==> src/rtl/bf16_pkg.sv <==
// Shared bfloat16 constants and arbiter state encoding.
package bf16_pkg;
    localparam int          BF16_W    = 16;
    localparam logic [15:0] BF16_ZERO = 16'h0000;
    localparam logic [15:0] BF16_ONE  = 16'h3F80;
    localparam logic [15:0] BF16_QNAN = 16'h7FC0;

    typedef enum logic {
        IDLE = 1'b0,
        HOLD = 1'b1
    } arb_state_e;
endpackage

==> src/rtl/bf16_mult_arbiter_if.sv <==
// Request bus from NPU lanes and the single valid/ready response port.
interface bf16_mult_arbiter_if #(
    parameter int NUM_REQ = 4,
    parameter int ID_W    = $clog2(NUM_REQ)
);
    logic [NUM_REQ-1:0]    req_valid;
    logic [16*NUM_REQ-1:0] req_a;
    logic [16*NUM_REQ-1:0] req_b;
    logic [NUM_REQ-1:0]    req_ready;
    logic                  rsp_valid;
    logic [ID_W-1:0]       rsp_id;
    logic [15:0]           rsp_result;
    logic                  rsp_ready;

    modport master (
        output req_valid, req_a, req_b, rsp_ready,
        input  req_ready, rsp_valid, rsp_id, rsp_result
    );

    modport slave (
        input  req_valid, req_a, req_b, rsp_ready,
        output req_ready, rsp_valid, rsp_id, rsp_result
    );
endinterface

==> src/rtl/bf16_rr_arbiter.sv <==
// Round-robin pick: first requester after i_ptr, wrapping.
module bf16_rr_arbiter #(
    parameter int NUM_REQ = 4,
    parameter int ID_W    = $clog2(NUM_REQ)
) (
    input  logic [NUM_REQ-1:0] i_req,
    input  logic [ID_W-1:0]    i_ptr,
    output logic [NUM_REQ-1:0] o_gnt,
    output logic [ID_W-1:0]    o_idx,
    output logic               o_any
);
    logic [ID_W-1:0] w_c;

    always_comb begin
        o_gnt = '0;
        o_idx = '0;
        o_any = 1'b0;
        w_c   = '0;
        for (int k = 1; k <= NUM_REQ; k++) begin
            w_c = ID_W'((int'(i_ptr) + k) % NUM_REQ);
            if (!o_any && i_req[w_c]) begin
                o_any      = 1'b1;
                o_idx      = w_c;
                o_gnt[w_c] = 1'b1;
            end
        end
    end
endmodule

==> src/rtl/bfloat16_mult.sv <==
// Combinational bfloat16 multiply: round-to-nearest-even,
// denormal inputs and underflow flushed to signed zero.
module bfloat16_mult
    import bf16_pkg::*;
(
    input  logic [BF16_W-1:0] i_a,
    input  logic [BF16_W-1:0] i_b,
    output logic [BF16_W-1:0] o_p
);
    logic        w_s;
    logic [7:0]  w_ea, w_eb;
    logic [6:0]  w_ma, w_mb;
    logic        w_za, w_zb, w_ia, w_ib, w_na, w_nb;
    logic [15:0] w_prod;
    logic [6:0]  w_mant;
    logic        w_g, w_st;
    logic [9:0]  w_exp;
    logic [16:0] w_rnd;

    assign w_s         = i_a[15] ^ i_b[15];
    assign {w_ea, w_ma} = i_a[14:0];
    assign {w_eb, w_mb} = i_b[14:0];
    assign w_za = (w_ea == 8'h00);
    assign w_zb = (w_eb == 8'h00);
    assign w_ia = (w_ea == 8'hFF) && (w_ma == 7'd0);
    assign w_ib = (w_eb == 8'hFF) && (w_mb == 7'd0);
    assign w_na = (w_ea == 8'hFF) && (w_ma != 7'd0);
    assign w_nb = (w_eb == 8'hFF) && (w_mb != 7'd0);

    assign w_prod = 16'({1'b1, w_ma}) * 16'({1'b1, w_mb});

    always_comb begin
        if (w_prod[15]) begin
            w_mant = w_prod[14:8];
            w_g    = w_prod[7];
            w_st   = |w_prod[6:0];
        end else begin
            w_mant = w_prod[13:7];
            w_g    = w_prod[6];
            w_st   = |w_prod[5:0];
        end
    end

    // exponent stays two's complement so under/overflow is a signed compare
    assign w_exp = {2'b00, w_ea} + {2'b00, w_eb} - 10'd127
                 + {9'd0, w_prod[15]};
    assign w_rnd = {w_exp, w_mant}
                 + {16'd0, w_g & (w_st | w_mant[0])};

    always_comb begin
        o_p = {w_s, w_rnd[14:0]};
        if (w_na || w_nb || (w_ia && w_zb) || (w_ib && w_za))
            o_p = BF16_QNAN;
        else if (w_ia || w_ib)
            o_p = {w_s, 8'hFF, 7'd0};
        else if (w_za || w_zb)
            o_p = {w_s, BF16_ZERO[14:0]};
        else if ($signed(w_rnd[16:7]) >= 10'sd255)
            o_p = {w_s, 8'hFF, 7'd0};
        else if ($signed(w_rnd[16:7]) <= 10'sd0)
            o_p = {w_s, BF16_ZERO[14:0]};
    end
endmodule

==> src/rtl/bf16_mult_arbiter.sv <==
// Shares one bfloat16_mult among NUM_REQ requesters, round-robin.
// Define BF16_ARB_STATS_EN for per-requester grant counters.
module bf16_mult_arbiter
    import bf16_pkg::*;
#(
    parameter int NUM_REQ = 4,
    parameter int ID_W    = $clog2(NUM_REQ)
) (
    input  logic                  clk,
    input  logic                  reset,
`ifdef BF16_ARB_STATS_EN
    input  logic                  stat_clear,
    output logic [32*NUM_REQ-1:0] stat_grants,
`endif
    bf16_mult_arbiter_if.slave    bus
);
    arb_state_e         r_state, w_state_nxt;
    logic [ID_W-1:0]    r_ptr, r_id;
    logic [BF16_W-1:0]  r_result;
    logic [NUM_REQ-1:0] w_gnt;
    logic [ID_W-1:0]    w_idx;
    logic               w_any, w_can_accept, w_fire;
    logic [BF16_W-1:0]  w_a, w_b, w_prod;

    bf16_rr_arbiter #(.NUM_REQ(NUM_REQ), .ID_W(ID_W)) u_rr (
        .i_req (bus.req_valid),
        .i_ptr (r_ptr),
        .o_gnt (w_gnt),
        .o_idx (w_idx),
        .o_any (w_any)
    );

    assign w_a = bus.req_a[BF16_W*w_idx +: BF16_W];
    assign w_b = bus.req_b[BF16_W*w_idx +: BF16_W];

    bfloat16_mult u_mul (
        .i_a (w_a),
        .i_b (w_b),
        .o_p (w_prod)
    );

    // reset masks the grant so no operand is consumed and then dropped
    assign w_can_accept  = !reset && ((r_state == IDLE) || bus.rsp_ready);
    assign w_fire        = w_any && w_can_accept;
    assign bus.req_ready = w_can_accept ? w_gnt : '0;

    always_comb begin
        w_state_nxt = r_state;
        unique case (r_state)
            IDLE: if (w_fire) w_state_nxt = HOLD;
            HOLD: if (bus.rsp_ready && !w_fire) w_state_nxt = IDLE;
        endcase
    end

    always_ff @(posedge clk) begin
        if (reset) begin
            r_state  <= IDLE;
            r_ptr    <= ID_W'(NUM_REQ - 1);
            r_id     <= '0;
            r_result <= BF16_ZERO;
        end else begin
            r_state <= w_state_nxt;
            if (w_fire) begin
                r_ptr    <= w_idx;
                r_id     <= w_idx;
                r_result <= w_prod;
            end
        end
    end

    assign bus.rsp_valid  = (r_state == HOLD);
    assign bus.rsp_id     = r_id;
    assign bus.rsp_result = r_result;

`ifdef BF16_ARB_STATS_EN
    logic [31:0] r_cnt [NUM_REQ];

    always_ff @(posedge clk) begin
        for (int i = 0; i < NUM_REQ; i++) begin
            if (reset || stat_clear)
                r_cnt[i] <= '0;
            else if (w_fire && w_gnt[i])
                r_cnt[i] <= r_cnt[i] + 32'd1;
        end
    end

    for (genvar gi = 0; gi < NUM_REQ; gi++) begin : g_stat
        assign stat_grants[32*gi +: 32] = r_cnt[gi];
    end
`endif
endmodule
==> src/flat_wrapper.sv <==
// flat-port wrapper written by rule: the top's interface ports become plain ports
module bf16_mult_arbiter_flat import bf16_pkg::*;
#(
    parameter int NUM_REQ = 4,
    parameter int ID_W    = $clog2(NUM_REQ)
)
  (clk, reset, bus_req_valid, bus_req_a, bus_req_b, bus_rsp_ready, bus_req_ready, bus_rsp_valid, bus_rsp_id, bus_rsp_result);
  bf16_mult_arbiter_if #(.NUM_REQ(NUM_REQ), .ID_W(ID_W)) bus_i ();
  input  logic clk;
  input  logic reset;
  input wire logic [$bits(bus_i.req_valid)-1:0] bus_req_valid;
  input wire logic [$bits(bus_i.req_a)-1:0] bus_req_a;
  input wire logic [$bits(bus_i.req_b)-1:0] bus_req_b;
  input wire logic [$bits(bus_i.rsp_ready)-1:0] bus_rsp_ready;
  output wire logic [$bits(bus_i.req_ready)-1:0] bus_req_ready;
  output wire logic [$bits(bus_i.rsp_valid)-1:0] bus_rsp_valid;
  output wire logic [$bits(bus_i.rsp_id)-1:0] bus_rsp_id;
  output wire logic [$bits(bus_i.rsp_result)-1:0] bus_rsp_result;
  assign bus_i.req_valid = bus_req_valid;
  assign bus_i.req_a = bus_req_a;
  assign bus_i.req_b = bus_req_b;
  assign bus_i.rsp_ready = bus_rsp_ready;
  assign bus_req_ready = bus_i.req_ready;
  assign bus_rsp_valid = bus_i.rsp_valid;
  assign bus_rsp_id = bus_i.rsp_id;
  assign bus_rsp_result = bus_i.rsp_result;
  bf16_mult_arbiter #(.NUM_REQ(NUM_REQ), .ID_W(ID_W)) u_core (.clk(clk), .reset(reset), .bus(bus_i));
endmodule
==> config.mk <==
export PLATFORM = sky130hd
export DESIGN_NAME = bf16_mult_arbiter_flat
export DESIGN_NICKNAME = d
export VERILOG_FILES = /design/src/rtl/bf16_pkg.sv /design/src/rtl/bf16_mult_arbiter_if.sv /design/src/rtl/bf16_rr_arbiter.sv /design/src/rtl/bfloat16_mult.sv /design/src/rtl/bf16_mult_arbiter.sv /design/src/flat_wrapper.sv
export SDC_FILE = /design/constraint.sdc
export NUM_CORES = 1
export LEC_CHECK = 0
export BUFFER_PORTS_ARGS = -buffer_cell sky130_fd_sc_hd__buf_4
export CORE_ASPECT_RATIO = 1.75
export CORE_MARGIN = 3
export CORE_UTILIZATION = 53
export DETAILED_ROUTE_END_ITERATION = 10
export PLACE_DENSITY = 0.78
export SYNTH_ARGS = -nofsm -noshare
export SYNTH_HDL_FRONTEND = slang
export SYNTH_HIERARCHICAL = 1
export SYNTH_SLANG_ARGS = --single-unit
==> constraint.sdc <==
create_clock -name clk -period 15.3 [get_ports clk]
set_input_delay 1.53 -clock clk [delete_from_list [all_inputs] [get_ports clk]]
set_output_delay 1.53 -clock clk [all_outputs]
set_load 0.01 [all_outputs]
Word-level counts from Yosys, hierarchy flattened
Cells that the tools add are included.
{"block": "totals", "ff_bits": 21, "in_bits": 135, "out_inout_bits": 23, "elab_cells": 109}
{"block": "classes", "addsub": 8, "mul": 1, "n_lt_le_gt_ge": 10, "eq_ne": 2, "shift": 2, "muxes": 40, "bitwise_logic": 7, "reduce_logical": 35}
{"operator": "variable part select 64 x 7 -> 16 bit", "count": 2}
{"operator": "two-way mux 15 bit", "count": 4}
{"operator": "two-way mux 4 bit", "count": 5}
{"operator": "adder 17 x 1 -> 17 bit", "count": 1}
{"operator": "equality test 8 bit, second input constant", "count": 2}
{"operator": "logical AND 1 bit", "count": 16}
{"operator": "logical NOT 8 bit", "count": 2}
{"operator": "multiplier 8 x 8 -> 16 bit", "count": 1}
{"operator": "two-way mux 1 bit", "count": 16}
{"operator": "two-way mux 16 bit", "count": 1}
{"operator": "logical NOT 7 bit", "count": 2}
{"operator": "nonzero test 7 bit", "count": 2}
{"operator": "less-than comparator 2 x 3 -> 1 bit, second input constant", "count": 4}
{"operator": "OR 4 bit", "count": 3}
{"operator": "adder 10 x 1 -> 10 bit", "count": 1}
{"operator": ">= comparator 10 x 9 -> 1 bit, second input constant", "count": 1}
{"operator": "<= comparator 10 x 1 -> 1 bit, second input constant", "count": 1}
{"operator": "subtractor 9 x 7 -> 10 bit, second input constant", "count": 1}
{"operator": "adder 8 x 8 -> 9 bit", "count": 1}
{"operator": "binary-select mux 1 bit (select 2 bit)", "count": 4}
{"operator": "demux 1 bit (select 2 bit)", "count": 4}
{"operator": ">= comparator 2 x 1 -> 1 bit, second input constant", "count": 4}
{"operator": "two-way mux 2 bit", "count": 4}
{"operator": "two-way mux 7 bit", "count": 1}
{"operator": "other kinds (11)", "count": 22}

Depth between registers and ports, before layout
Gate-level depths: netlist of the first run.
{"block": "depth", "word_depth": 26, "depth_mapped": 45, "mapped_depth_nobuf": 38}

Hierarchy
Netlist of the first run, hierarchy kept.
{"mod": "bfloat16_mult", "instances": 1, "cells_per_inst": 487, "area_per_inst_um2": 3791.1, "seq_area_each_um2": 0.0}
{"mod": "bf16_mult_arbiter", "instances": 1, "cells_per_inst": 138, "area_per_inst_um2": 1630.3, "seq_area_each_um2": 420.4}
{"mod": "bf16_rr_arbiter", "instances": 1, "cells_per_inst": 86, "area_per_inst_um2": 629.4, "seq_area_each_um2": 0.0}

Worst setup path after synthesis of the first run
No wires, ideal clock.
{"block": "synth_path", "kind": "in2reg", "start": "input bus_req_valid[0]", "end": "register u_core.r_result[0] (netlist: u_core/bus.rsp_result[0])", "setup_ns": 0.070, "arrival_ns": 10.616, "required_ns": 15.230, "path_slack_ns": 4.614, "stages": 40, "path_buffers": 5, "path_cell_list": "clkbuf_1 mux2i_1 a211oi_1 a311o_1 a221oi_1 buf_6 buf_12 mux4_2 inv_1 nor2_1 fa_1 inv_1 fa_1 inv_1 fa_1 inv_1 fa_1 inv_1 (+4 left out) o31a_2 or3_1 nand2_1 ha_1 fa_1 a21o_1 a21oi_1 xnor2_1 and4_1 clkbuf_1 o211ai_2 o31ai_1 o21ai_1 or4_1 buf_2 nor4_1 nand3_1 a21oi_1"}
{"block": "synth_between", "elab_chain_cells": 25, "elab_cells_between_ends": 63, "classes_between": "4 x add/sub; 1 x mul; 2 x order compare; 2 x eq/ne; 2 x shift; 24 x mux; 2 x bitwise; 26 x reduce/logical"}
{"element": "start, declared", "line_no": "flat_wrapper.sv:11", "text": "input wire logic [$bits(bus_i.req_valid)-1:0] bus_req_valid;"}
{"element": "binary-select mux 1 bit (select 2 bit)", "line_no": "bf16_rr_arbiter.sv:21", "text": "if (!o_any && i_req[w_c]) begin"}
{"element": "two-way mux 1 bit (not written as such)", "line_no": "bf16_rr_arbiter.sv:21"}
{"element": "two-way mux 1 bit", "line_no": "bf16_rr_arbiter.sv:21"}
{"element": "logical NOT 1 bit", "line_no": "bf16_rr_arbiter.sv:21"}
{"element": "logical AND 1 bit", "line_no": "bf16_rr_arbiter.sv:21"}
{"element": "two-way mux 1 bit", "line_no": "bf16_rr_arbiter.sv:21"}
{"element": "logical NOT 1 bit", "line_no": "bf16_rr_arbiter.sv:21"}
{"element": "logical AND 1 bit", "line_no": "bf16_rr_arbiter.sv:21"}
{"element": "(+2 left out)"}
{"element": "logical AND 1 bit", "line_no": "bf16_rr_arbiter.sv:21"}
{"element": "two-way mux 2 bit *", "line_no": "bf16_rr_arbiter.sv:21"}
{"element": "named net u_core.w_idx[0]", "line_no": "bf16_mult_arbiter.sv:21", "text": "logic [ID_W-1:0] w_idx;"}
{"element": "variable part select 64 x 7 -> 16 bit *", "line_no": "bf16_mult_arbiter.sv:34", "text": "assign w_b = bus.req_b[BF16_W*w_idx +: BF16_W];"}
{"element": "named net u_core.w_b[6]", "line_no": "bf16_mult_arbiter.sv:23", "text": "logic [BF16_W-1:0] w_a, w_b, w_prod;"}
{"element": "branches (longest 11 deep; another with adder 17 x 1 -> 17 bit)"}
{"element": "two-way mux 16 bit *", "line_no": "bfloat16_mult.sv:52", "text": "if (w_na || w_nb || (w_ia && w_zb) || (w_ib && w_za))"}
{"element": "named net u_core.w_prod[0]", "line_no": "bf16_mult_arbiter.sv:23"}
{"element": "end signal, assigned", "line_no": "bf16_mult_arbiter.sv:66", "text": "r_result <= w_prod;"}
{"element": "end, declared", "line_no": "bf16_mult_arbiter.sv:19", "text": "logic [BF16_W-1:0] r_result;"}
Mark *: on every way through the listed nets, which the timed path passes. The select of a mux whose other input is x is not followed.
A chain may end at the register's enable or synchronous reset.

Worst setup path in the final report of the first run
{"block": "layout_path", "start": "register u_core.r_ptr[0]", "end": "register u_core.r_result[2] (netlist: u_core/bus.rsp_result[2])"}
{"block": "layout_between", "elab_chain_cells": 26, "elab_cells_between_ends": 67, "classes_between": "8 x add/sub; 1 x mul; 2 x order compare; 2 x eq/ne; 2 x shift; 24 x mux; 2 x bitwise; 26 x reduce/logical"}
{"element": "start, declared", "line_no": "bf16_mult_arbiter.sv:18", "text": "logic [ID_W-1:0] r_ptr, r_id;"}
{"element": "start signal, assigned", "line_no": "bf16_mult_arbiter.sv:58", "text": "r_ptr <= ID_W'(NUM_REQ - 1);"}
{"element": "start signal, assigned", "line_no": "bf16_mult_arbiter.sv:64", "text": "r_ptr <= w_idx;"}
{"element": "adder 2 x 1 -> 2 bit", "line_no": "bf16_rr_arbiter.sv:20", "text": "w_c = ID_W'((int'(i_ptr) + k) % NUM_REQ);"}
{"element": "binary-select mux 1 bit (select 2 bit)", "line_no": "bf16_rr_arbiter.sv:21"}
{"element": "two-way mux 1 bit (not written as such)", "line_no": "bf16_rr_arbiter.sv:21"}
{"element": "two-way mux 1 bit", "line_no": "bf16_rr_arbiter.sv:21"}
{"element": "logical NOT 1 bit", "line_no": "bf16_rr_arbiter.sv:21"}
{"element": "logical AND 1 bit", "line_no": "bf16_rr_arbiter.sv:21"}
{"element": "two-way mux 1 bit", "line_no": "bf16_rr_arbiter.sv:21"}
{"element": "logical NOT 1 bit", "line_no": "bf16_rr_arbiter.sv:21"}
{"element": "(+3 left out)"}
{"element": "logical AND 1 bit", "line_no": "bf16_rr_arbiter.sv:21"}
{"element": "two-way mux 2 bit *", "line_no": "bf16_rr_arbiter.sv:21"}
{"element": "named net u_core.w_idx[0]", "line_no": "bf16_mult_arbiter.sv:21"}
{"element": "variable part select 64 x 7 -> 16 bit *", "line_no": "bf16_mult_arbiter.sv:33", "text": "assign w_a = bus.req_a[BF16_W*w_idx +: BF16_W];"}
{"element": "named net u_core.w_a[4]", "line_no": "bf16_mult_arbiter.sv:23"}
{"element": "branches (longest 11 deep; another with adder 17 x 1 -> 17 bit)"}
{"element": "two-way mux 16 bit *", "line_no": "bfloat16_mult.sv:52"}
{"element": "named net u_core.w_prod[2]", "line_no": "bf16_mult_arbiter.sv:23"}
Marks and branches as above.

==> run metrics, run 1 <==
Clk Latency, worst-skew pair=0.25 ns; count of input and output buffers=157; most common cell after layout, fill and taps aside=buf_4; Synth Cell Area=6050 um^2; Post-synth top flop=dfxtp_1; Clock Pin Slew Worst Setup and Hold Paths=0.06 ns; gr ovfl total=0; DP Area=7230 um^2; Area contributors post-synth=fa_1, ha_1, mux4_2; RR Endpoint=u_core/bus.rsp_result[2]; CP Launch Point=u_core/r_ptr[0]; first-pass GRT wire length=31300 um; slack of the worst reg-to-reg path=3.26 ns; most used cell, CP=fa_1; DR iter-0 viols=375; routability cong.=1.01; grt met3 use=3.65%; vias per cell=6.46; Horiz. Die Dim=86.8 um; clock sink total=21; Area growth, synth to finish=20.7%; CTS tree=done; GRT Total Usage=30.3%; Final Max Tran Viols=0; slowest stage cell, crit path=dfxtp_1; # setup viols final=0; clock buffer depth=2; met2 Use GR=57.7%; Worst Hold Class=flip-flop to flip-flop; crit path DAT=12.22 ns; Final Hold Fails=0; WL/cell=20.1 um; CP startpoint kind=flip-flop; min cycle time layout=12.04 ns; DP HPWL=16600 um; Synth top area share=12.2%; global routing met1 resource utilization=32.2%; area leader, netlist=fa_1; CP max FO=29; Worst Clk Skew=0.00338 ns; number of global-route vias before repair=6458; final WL=19600 um; Async SR Flop Fraction=0%; TritonRoute pass-1 iters=5; crit path to=u_core/bus.rsp_result[2]; largest net degree at the start of global routing=30; Post-synth EDFFs=0; filler instances=944; H-tree depth=1; layout cells sized above 1=26.1%; Cell variety after synth=82; GRT busiest layer=met2; ANT cells=0; # nets final=1072; actual slew at the worst max-slew pin=1.13 ns; post-cts repair resize count=0; Final period util=78.7%; routed vias=6282; slowest stage delay, CP=0.90 ns; cell count after synthesis=711; CTS hold repair buffers=0; Post-route DRC=0; reg2reg start=u_core/r_ptr[0]; Initial Util=54.2%; CORE AREA=11200 um^2; FMAX=83.0 MHz; commonest non-fill, non-tap cells in the layout=buf_4, inv_1, ha_1; slew margin rel.=24.3%; Routed Antenna Nets=0; WS Path Type=flip-flop to flip-flop; std cell rows=51; Yosys reg bits=21; Avg Inst Size Synth=8.51 um^2; Die Y=147 um; Setup TNS=0 ns; Worst Path Required=15.48 ns; synth warn=6; Die ar.=12800 um^2; initial antenna violation count=0; post-synthesis sequential area ratio=6.95%; Worst setup EP type=flip-flop; TritonCTS Buffers=3; RSZ-0062 raised after global routing=no; IO Pins=158; Worst R2R Path Depth=34; Setup Fix Bufs, Post-CTS=0; Final Cell Area=7310 um^2; Max-Cap Viols=0; Clock Tree Root=clkbuf_16; status=complete, no violations; Post-Syn Nets=942
[sequential cells by signal, indices dropped and copies added (netlist names)]
register and count:
u_core/bus.rsp_id 2, u_core/bus.rsp_valid 1, u_core/r_ptr 2, u_core/bus.rsp_result 16
[per-layer routing]
metal	up-vias	share of wire, %	wire length [um]
li1	2880	-	-
met1	2997	34	6660
met2	322	55	10800
met3	83	5.8	1130
met4	0	5.0	978
met5	-	0	0
[how the worst min path moves through the flow]
stage                               from                         to  cells after the start
2_1_floorplan   u_core/bus.rsp_result[2]   u_core/bus.rsp_result[2]                      2
3_3_place_gp   u_core/bus.rsp_result[12]  u_core/bus.rsp_result[12]                      2
3_5_place_dp   u_core/bus.rsp_result[14]  u_core/bus.rsp_result[14]                      2
4_1_cts        u_core/bus.rsp_result[14]  u_core/bus.rsp_result[14]                      2
5_1_grt         u_core/bus.rsp_result[6]   u_core/bus.rsp_result[6]                      2
6_report       u_core/bus.rsp_result[14]  u_core/bus.rsp_result[14]                      2
[kinds of logic (layout without fill, tap and decap cells)]
kind of cell	after synthesis	after routing	share of synthesized area (%)
DFF	21	21	6.95
AOI/OAI and AO/OA	185	185	21.3
adders and majority gates	96	96	24.4
xor gates and xnor gates	26	26	3.76
muxes	40	40	13.9
buffers and inverters	112	241	8.37
and+or+nand+nor	231	231	21.3
[final cells by class]
cell class	instances	area, um^2	share of cell area [%]
inverters	78	293	4.01
multi-input cells	578	5150	70.5
flip-flops and latches	21	420	5.75
repair buffers	159	1190	16.3
clock buffers	3	75.1	1.03
well taps	132	165	2.26
clock inverters	1	5.00	0.0685
[critical path: cells and delay by family, from the launching register on]
kind                     cells  cell delay, ns
multiplexers                 1            0.71
flip-flops                   1            0.90
AND/OR/NAND/NOR              7            2.02
XOR/XNOR                     1            0.31
AO/OA/AOI/OAI               13            3.38
adder cells (fa/ha/maj)      8            3.69
buffers and inverters        4            0.93
[Yosys cell counts (9+ instances only)]
master,number
buf_2,12
mux4_2,31
o21ai_0,45
and2_1,43
fa_1,37
nor3_1,9
o31ai_1,9
nor2_1,27
nand3_1,27
ha_1,59
clkbuf_1,15
nor4_1,13
nand4_1,12
xnor2_1,18
nand2_1,49
a21oi_1,46
dfxtp_1,21
inv_1,78
a211oi_1,10
[through the flow]
step	utilization [%]	setup slack, ns	hold WS, ns	instances
floorplan	-	4.61	0.498	711
CTS	65.4	3.35	0.480	972
finish	65.4	3.26	0.480	972
global placement	64.7	3.74	0.470	968
global route	65.4	2.55	0.504	972
detailed placement	64.7	3.35	0.472	968
Power of run 1 is not shown: default switching activity piles up to over one toggle a cycle in this logic, so the estimate is an artifact.
==> run 2, diff against run 1 <==
--- a/config.mk
+++ b/config.mk
@@ -5,10 +5,11 @@
 export SDC_FILE = /design/constraint.sdc
 export NUM_CORES = 1
 export LEC_CHECK = 0
+export ABC_AREA = 1
 export BUFFER_PORTS_ARGS = -buffer_cell sky130_fd_sc_hd__buf_4
 export CORE_ASPECT_RATIO = 1.75
 export CORE_MARGIN = 3
-export CORE_UTILIZATION = 53
+export CORE_UTILIZATION = 51
 export DETAILED_ROUTE_END_ITERATION = 10
 export PLACE_DENSITY = 0.78
 export SYNTH_ARGS = -nofsm -noshare
==> constraint.sdc (replaced) <==
create_clock -name clk -period 9.69 [get_ports clk]
set_input_delay 0.969 -clock clk [delete_from_list [all_inputs] [get_ports clk]]
set_output_delay 0.969 -clock clk [all_outputs]
set_load 0.01 [all_outputs]
==> run 2 against run 1 <==
Worst setup slack worse by 2.5 ns. Synthesized cell count grew 51%. Core utilization down 0.27 points. Global-route usage down 0.44 points. Worst hold slack got worse by 0.0072 ns. Largest cell class unchanged.
==> run metrics, run 2 <==
status=complete, no violations; slowest stage cell, crit path=fa_1; Area growth, synth to finish=23.1%; TritonRoute pass-1 iters=5; post-synthesis sequential area ratio=6.51%; Final Hold Fails=0; FMAX=112 MHz; CTS tree=done; Initial Util=52.9%; Post-Syn Nets=1308; gr ovfl total=0; final WL=21400 um; sequential cell area=422 um^2; routed vias=7462; ANT cells=0; slew margin rel.=19.9%; Post-synth EDFFs=0; filler instances=1245; area leader, netlist=nand2_1; max reg flops=16; actual slew at the worst max-slew pin=1.20 ns; clock sink total=21; cell with the most instances after synthesis=nand2_1; Yosys reg bits=21; synth warn=6; vias per cell=5.34; TritonCTS Buffers=3; cell count after synthesis=1077; std cell rows=53; first-pass GRT wire length=34600 um; H-tree depth=1; Routed Antenna Nets=0; Clock Tree Root=clkbuf_16; IO Pins=158; Post-route DRC=0; CP startpoint kind=input port; crit path to=u_core/bus.rsp_result[8]; Die Y=155 um; most used cell, CP=nand2_1; dpl cells=1391; RR Endpoint=u_core/bus.rsp_result[8]; routability cong.=1.02; Max-Cap Viols=0; Hold Path Origin=u_core/bus.rsp_id[0]; clock buffer depth=2; CP bufs+invs=12; Synth top area share=15.0%; Levels on crit path=53; CORE AREA=12200 um^2; Worst R2R Path Depth=51; commonest non-fill, non-tap cells in the layout=nand2_1, inv_1, buf_4; cell family with most CP delay=adder cells; count of input and output buffers=157; initial antenna violation count=0; Final Max Tran Viols=0; layout cells sized above 1=21.3%; Multi-input gate area=4980 um^2; crit path DAT=9.03 ns; Horiz. Die Dim=91.1 um; Die ar.=14100 um^2; CP max FO=22; pre-CTS WS=0.200 ns; most common cell after layout, fill and taps aside=nand2_1; Worst Hold Class=flip-flop to flip-flop; Clock Pin Slew Worst Setup and Hold Paths=0.05 ns; CP Launch Point=bus_req_valid[0]; reg2reg start=u_core/r_ptr[0]; min cycle time layout=8.91 ns; slack of the worst reg-to-reg path=0.81 ns; number of global-route vias before repair=7528; Worst Path Required=9.80 ns; GRT Total Usage=29.9%; WS Path Type=input port to flip-flop; Clk Latency, worst-skew pair=0.25 ns; Final period util=92.0%; # setup viols final=0; # nets final=1464; Async SR Flop Fraction=0%; Worst Clk Skew=0.00162 ns; DR iter-0 viols=323; Setup TNS=0 ns; Cell variety after synth=44; Avg Inst Size Synth=6.00 um^2; Area contributors post-synth=nand2_1, fa_1, ha_1; Synth Cell Area=6460 um^2; Synth top cells by count=nand2_1, inv_1, nor2_1; DP HPWL=18300 um; Post-synth top flop=dfxtp_1; Worst setup EP type=flip-flop; worst setup margin=0.775 ns; WL/cell=15.3 um; fin cells=1397; largest net degree at the start of global routing=45; slowest stage delay, CP=0.55 ns
## run 2: layer usage
metal	vias up	share of wire, %	global-route usage (%)
met1	3394	35	29.6
met2	244	55	60.6
met3	85	3.4	1.74
met4	0	5.7	15.4
li1	3739	-	-
met5	-	0	0
## run 2: worst min path at each step
stage / endpoint / cells after the start / slack (ns)
after floorplan: u_core/bus.rsp_id[0] / 2 / 0.48
after global placement: u_core/bus.rsp_id[0] / 2 / 0.45
after detailed placement: u_core/bus.rsp_id[1] / 2 / 0.45
after CTS: u_core/bus.rsp_result[1] / 2 / 0.48
after global routing: u_core/bus.rsp_result[0] / 2 / 0.50
final: u_core/bus.rsp_id[0] / 2 / 0.47
## run 2: area by class of cell
type | instances | area share [%]
Multi-Input combinational cell | 802 | 62.6
Tap cell | 165 | 2.60
Clock buffer | 4 | 0.992
Timing Repair Buffer | 194 | 18.4
Inverter | 211 | 10.1
Sequential cell | 21 | 5.30
## run 2: repair_timing
| action | CTS | global route |
|---|---|---|
| setup buffers | 0 | 2 |
| endpoints found under the setup margin | 0 | 15 |
| resized for setup | 0 | 10 |
| hold buffers | 0 | 0 |
## run 2: worst reg2reg max path, delay by kind of cell (launching register included)
family                   cells  cell delay (ns)
adder cells (fa/ha/maj)      8             3.47
flip-flops                   1             0.38
buffers and inverters       11             1.22
XOR/XNOR                     1             0.19
AO/OA/AOI/OAI                4             0.67
AND/OR/NAND/NOR             27             2.80
## run 2: logic make-up (layout without fill, tap and decap cells)
kind of cell | Yosys count | count (layout) | synth area share (%)
simple gates | 545 | 545 | 39.2
buf+inv | 254 | 409 | 17.1
compound gates | 151 | 151 | 12.9
fa+ha+maj | 96 | 96 | 22.9
flops | 21 | 21 | 6.51
xor+xnor | 10 | 10 | 1.36
## run 2: per-stage QoR
step | hold WS (ns) | utilization, % | instance area, um^2
after floorplan | 0.480 | - | 6460
after global routing | 0.497 | 65.2 | 7950
after detailed placement | 0.452 | 64.0 | 7810
after global placement | 0.452 | 64.0 | 7810
final | 0.472 | 65.2 | 7950
after CTS | 0.480 | 64.7 | 7890
Power of run 2 is left out for the same reason.
==> run 3, diff against run 2 <==
--- a/config.mk
+++ b/config.mk
@@ -14,5 +14,4 @@
 export PLACE_DENSITY = 0.78
 export SYNTH_ARGS = -nofsm -noshare
 export SYNTH_HDL_FRONTEND = slang
-export SYNTH_HIERARCHICAL = 1
 export SYNTH_SLANG_ARGS = --single-unit
==> run 3 against run 2 <==
Critical path depth decreased by 1. Final area decreased by 0.91%. Worst hold slack got worse by 0.0082 ns. Die area increased by 0.80%.
==> run metrics, run 3 <==
Synth Cell Area=6510 um^2; DP HPWL=18300 um; slowest stage cell, crit path=fa_1; Post-route DRC=0; Max-Cap Viols=0; synth warn=0; IO Pins=158; commonest non-fill, non-tap cells in the layout=nand2_1, inv_1, buf_4; Initial Util=52.1%; Worst setup EP type=flip-flop; Horiz. Die Dim=91.4 um; WL/cell=15.0 um; Worst Clk Skew=0.000848 ns; met2 routed WL=11600 um; Area growth, synth to finish=21.0%; CP bufs+invs=9; max reg flops=16; FMAX=112 MHz; routed vias=7624; Synth top cells by count=nand2_1, inv_1, nand3_1; Clock Tree Root=clkbuf_16; clock buffer depth=2; initial antenna violation count=1; count of input and output buffers=157; Routed Antenna Nets=0; most used cell, CP=nand2_1; highest metal layer with signal wires=met4; actual slew at the worst max-slew pin=0.655 ns; number of global-route vias before repair=7558; post-synthesis sequential area ratio=6.46%; Yosys reg bits=21; Post-synth EDFFs=0; Clk Latency, worst-skew pair=0.25 ns; Async SR Flop Fraction=0%; cell family with most CP delay=simple AND/OR/NAND/NOR gates; status=complete, no violations; GRT Total Usage=30.0%; CORE AREA=12500 um^2; Post-Syn Nets=1357; WS Path Type=input port to flip-flop; largest net degree at the start of global routing=59; slowest stage delay, CP=0.54 ns; final WL=21500 um; CP max FO=24; TritonCTS Buffers=3; Worst Path Required=9.84 ns; layout cells sized above 1=18.3%; most common cell after layout, fill and taps aside=nand2_1; metal3 WL=1130 um; first-pass GRT wire length=35000 um; vias per cell=5.31; CP startpoint kind=input port; Final period util=92.5%; Die ar.=14200 um^2; H-tree depth=1; routability cong.=0.978; area leader, netlist=nand2_1; Area contributors post-synth=nand2_1, nand3_1, fa_1; slew margin rel.=56.0%; TritonRoute pass-1 iters=6; DR iter-0 viols=364; gr ovfl total=0; Setup Fix Bufs, Post-CTS=0; Final Hold Fails=0; Clock Pin Slew Worst Setup and Hold Paths=0.05 ns; # nets final=1498; Die Y=155 um; Setup TNS=0 ns; clock sink total=21; crit path DAT=9.11 ns; final core occ=63.0%; Final Max Tran Viols=0; Synth top area share=19.7%; Worst Hold Class=flip-flop to flip-flop; std cell rows=54; cell with the most instances after synthesis=nand2_1; Metal-1 WL=7450 um; min cycle time layout=8.96 ns; Post-synth top flop=dfxtp_1; cell count after synthesis=1128; Cell variety after synth=36; CTS tree=done; # setup viols final=0; Avg Inst Size Synth=5.77 um^2
run 3: cell count changes in the layout (fill, tap and decap cells not counted), sizes merged, moves of 16 or more:
| cell | previous run | this run |
|---|---|---|
| buf | 194 | 168 |
| o21ai | 87 | 22 |
| nand2 | 284 | 364 |
| o22ai | 32 | 1 |
| nand3 | 96 | 168 |
| nand4 | 33 | 17 |
run 3: final timing paths:
check                                              start  slack [ns]                       end  depth (start not counted)
worst max-delay path                    bus_req_valid[2]        0.73  u_core.bus.rsp_result[7]                         52
worst min-delay path            u_core.bus.rsp_result[1]        0.46  u_core.bus.rsp_result[1]                          2
worst max register to register           u_core.r_ptr[1]        0.75  u_core.bus.rsp_result[7]                         51
worst min register to register  u_core.bus.rsp_result[1]        0.46  u_core.bus.rsp_result[1]                          2
run 3: per-layer routing:
| metal | vias to the layer above | global-route usage (%) |
|---|---|---|
| li1 | 3802 | - |
| met1 | 3429 | 30.5 |
| met2 | 302 | 58.7 |
| met3 | 91 | 2.76 |
| met4 | 0 | 16.0 |
| met5 | - | 0 |
run 3: worst reg2reg max path, delay by kind of cell (launching register included):
| family | cells | cell delay [ns] |
|---|---|---|
| simple gates | 33 | 4.01 |
| flops | 1 | 0.33 |
| fa+ha+maj | 8 | 3.55 |
| buf+inv | 9 | 0.75 |
| xor+xnor | 1 | 0.20 |
run 3: timing repair:
item	4_1_cts	5_1_grt
gates resized for setup	0	11
setup endpoints to repair	0	15
hold buffers	0	0
endpoints found under the hold margin	0	0
run 3: kinds of logic (layout without fill, tap and decap cells):
logic type | count (synthesis) | count (layout) | share of synthesized area [%]
flip-flops | 21 | 21 | 6.46
adder cells (fa/ha/maj) | 94 | 94 | 22.3
buffers and inverters | 232 | 372 | 15.0
AND/OR/NAND/NOR | 706 | 706 | 49.0
XOR/XNOR | 16 | 16 | 2.15
AO/OA/AOI/OAI | 59 | 59 | 5.01
other | 0 | 1 | 0
run 3: metrics by stage:
step	instances	cell area (um^2)	hold slack (ns)	setup slack [ns]
floorplan	1128	6510	0.490	1.52
global placement	1432	7760	0.454	0.494
detailed placement	1432	7760	0.458	0.319
CTS	1436	7840	0.467	0.559
global route	1437	7880	0.492	-0.00962
finish	1437	7880	0.464	0.729
run 3: cell type report:
class / instances / area [um^2]
Tap cell: 168 / 210
Fill cell: 1260 / 4620
Sequential cell: 21 / 420
Clock buffer: 4 / 78.8
Multi-Input combinational cell: 875 / 5130
Inverter: 200 / 751
Antenna cell: 1 / 2.50
Timing Repair Buffer: 168 / 1280
Power of run 3 is left out for the same reason.
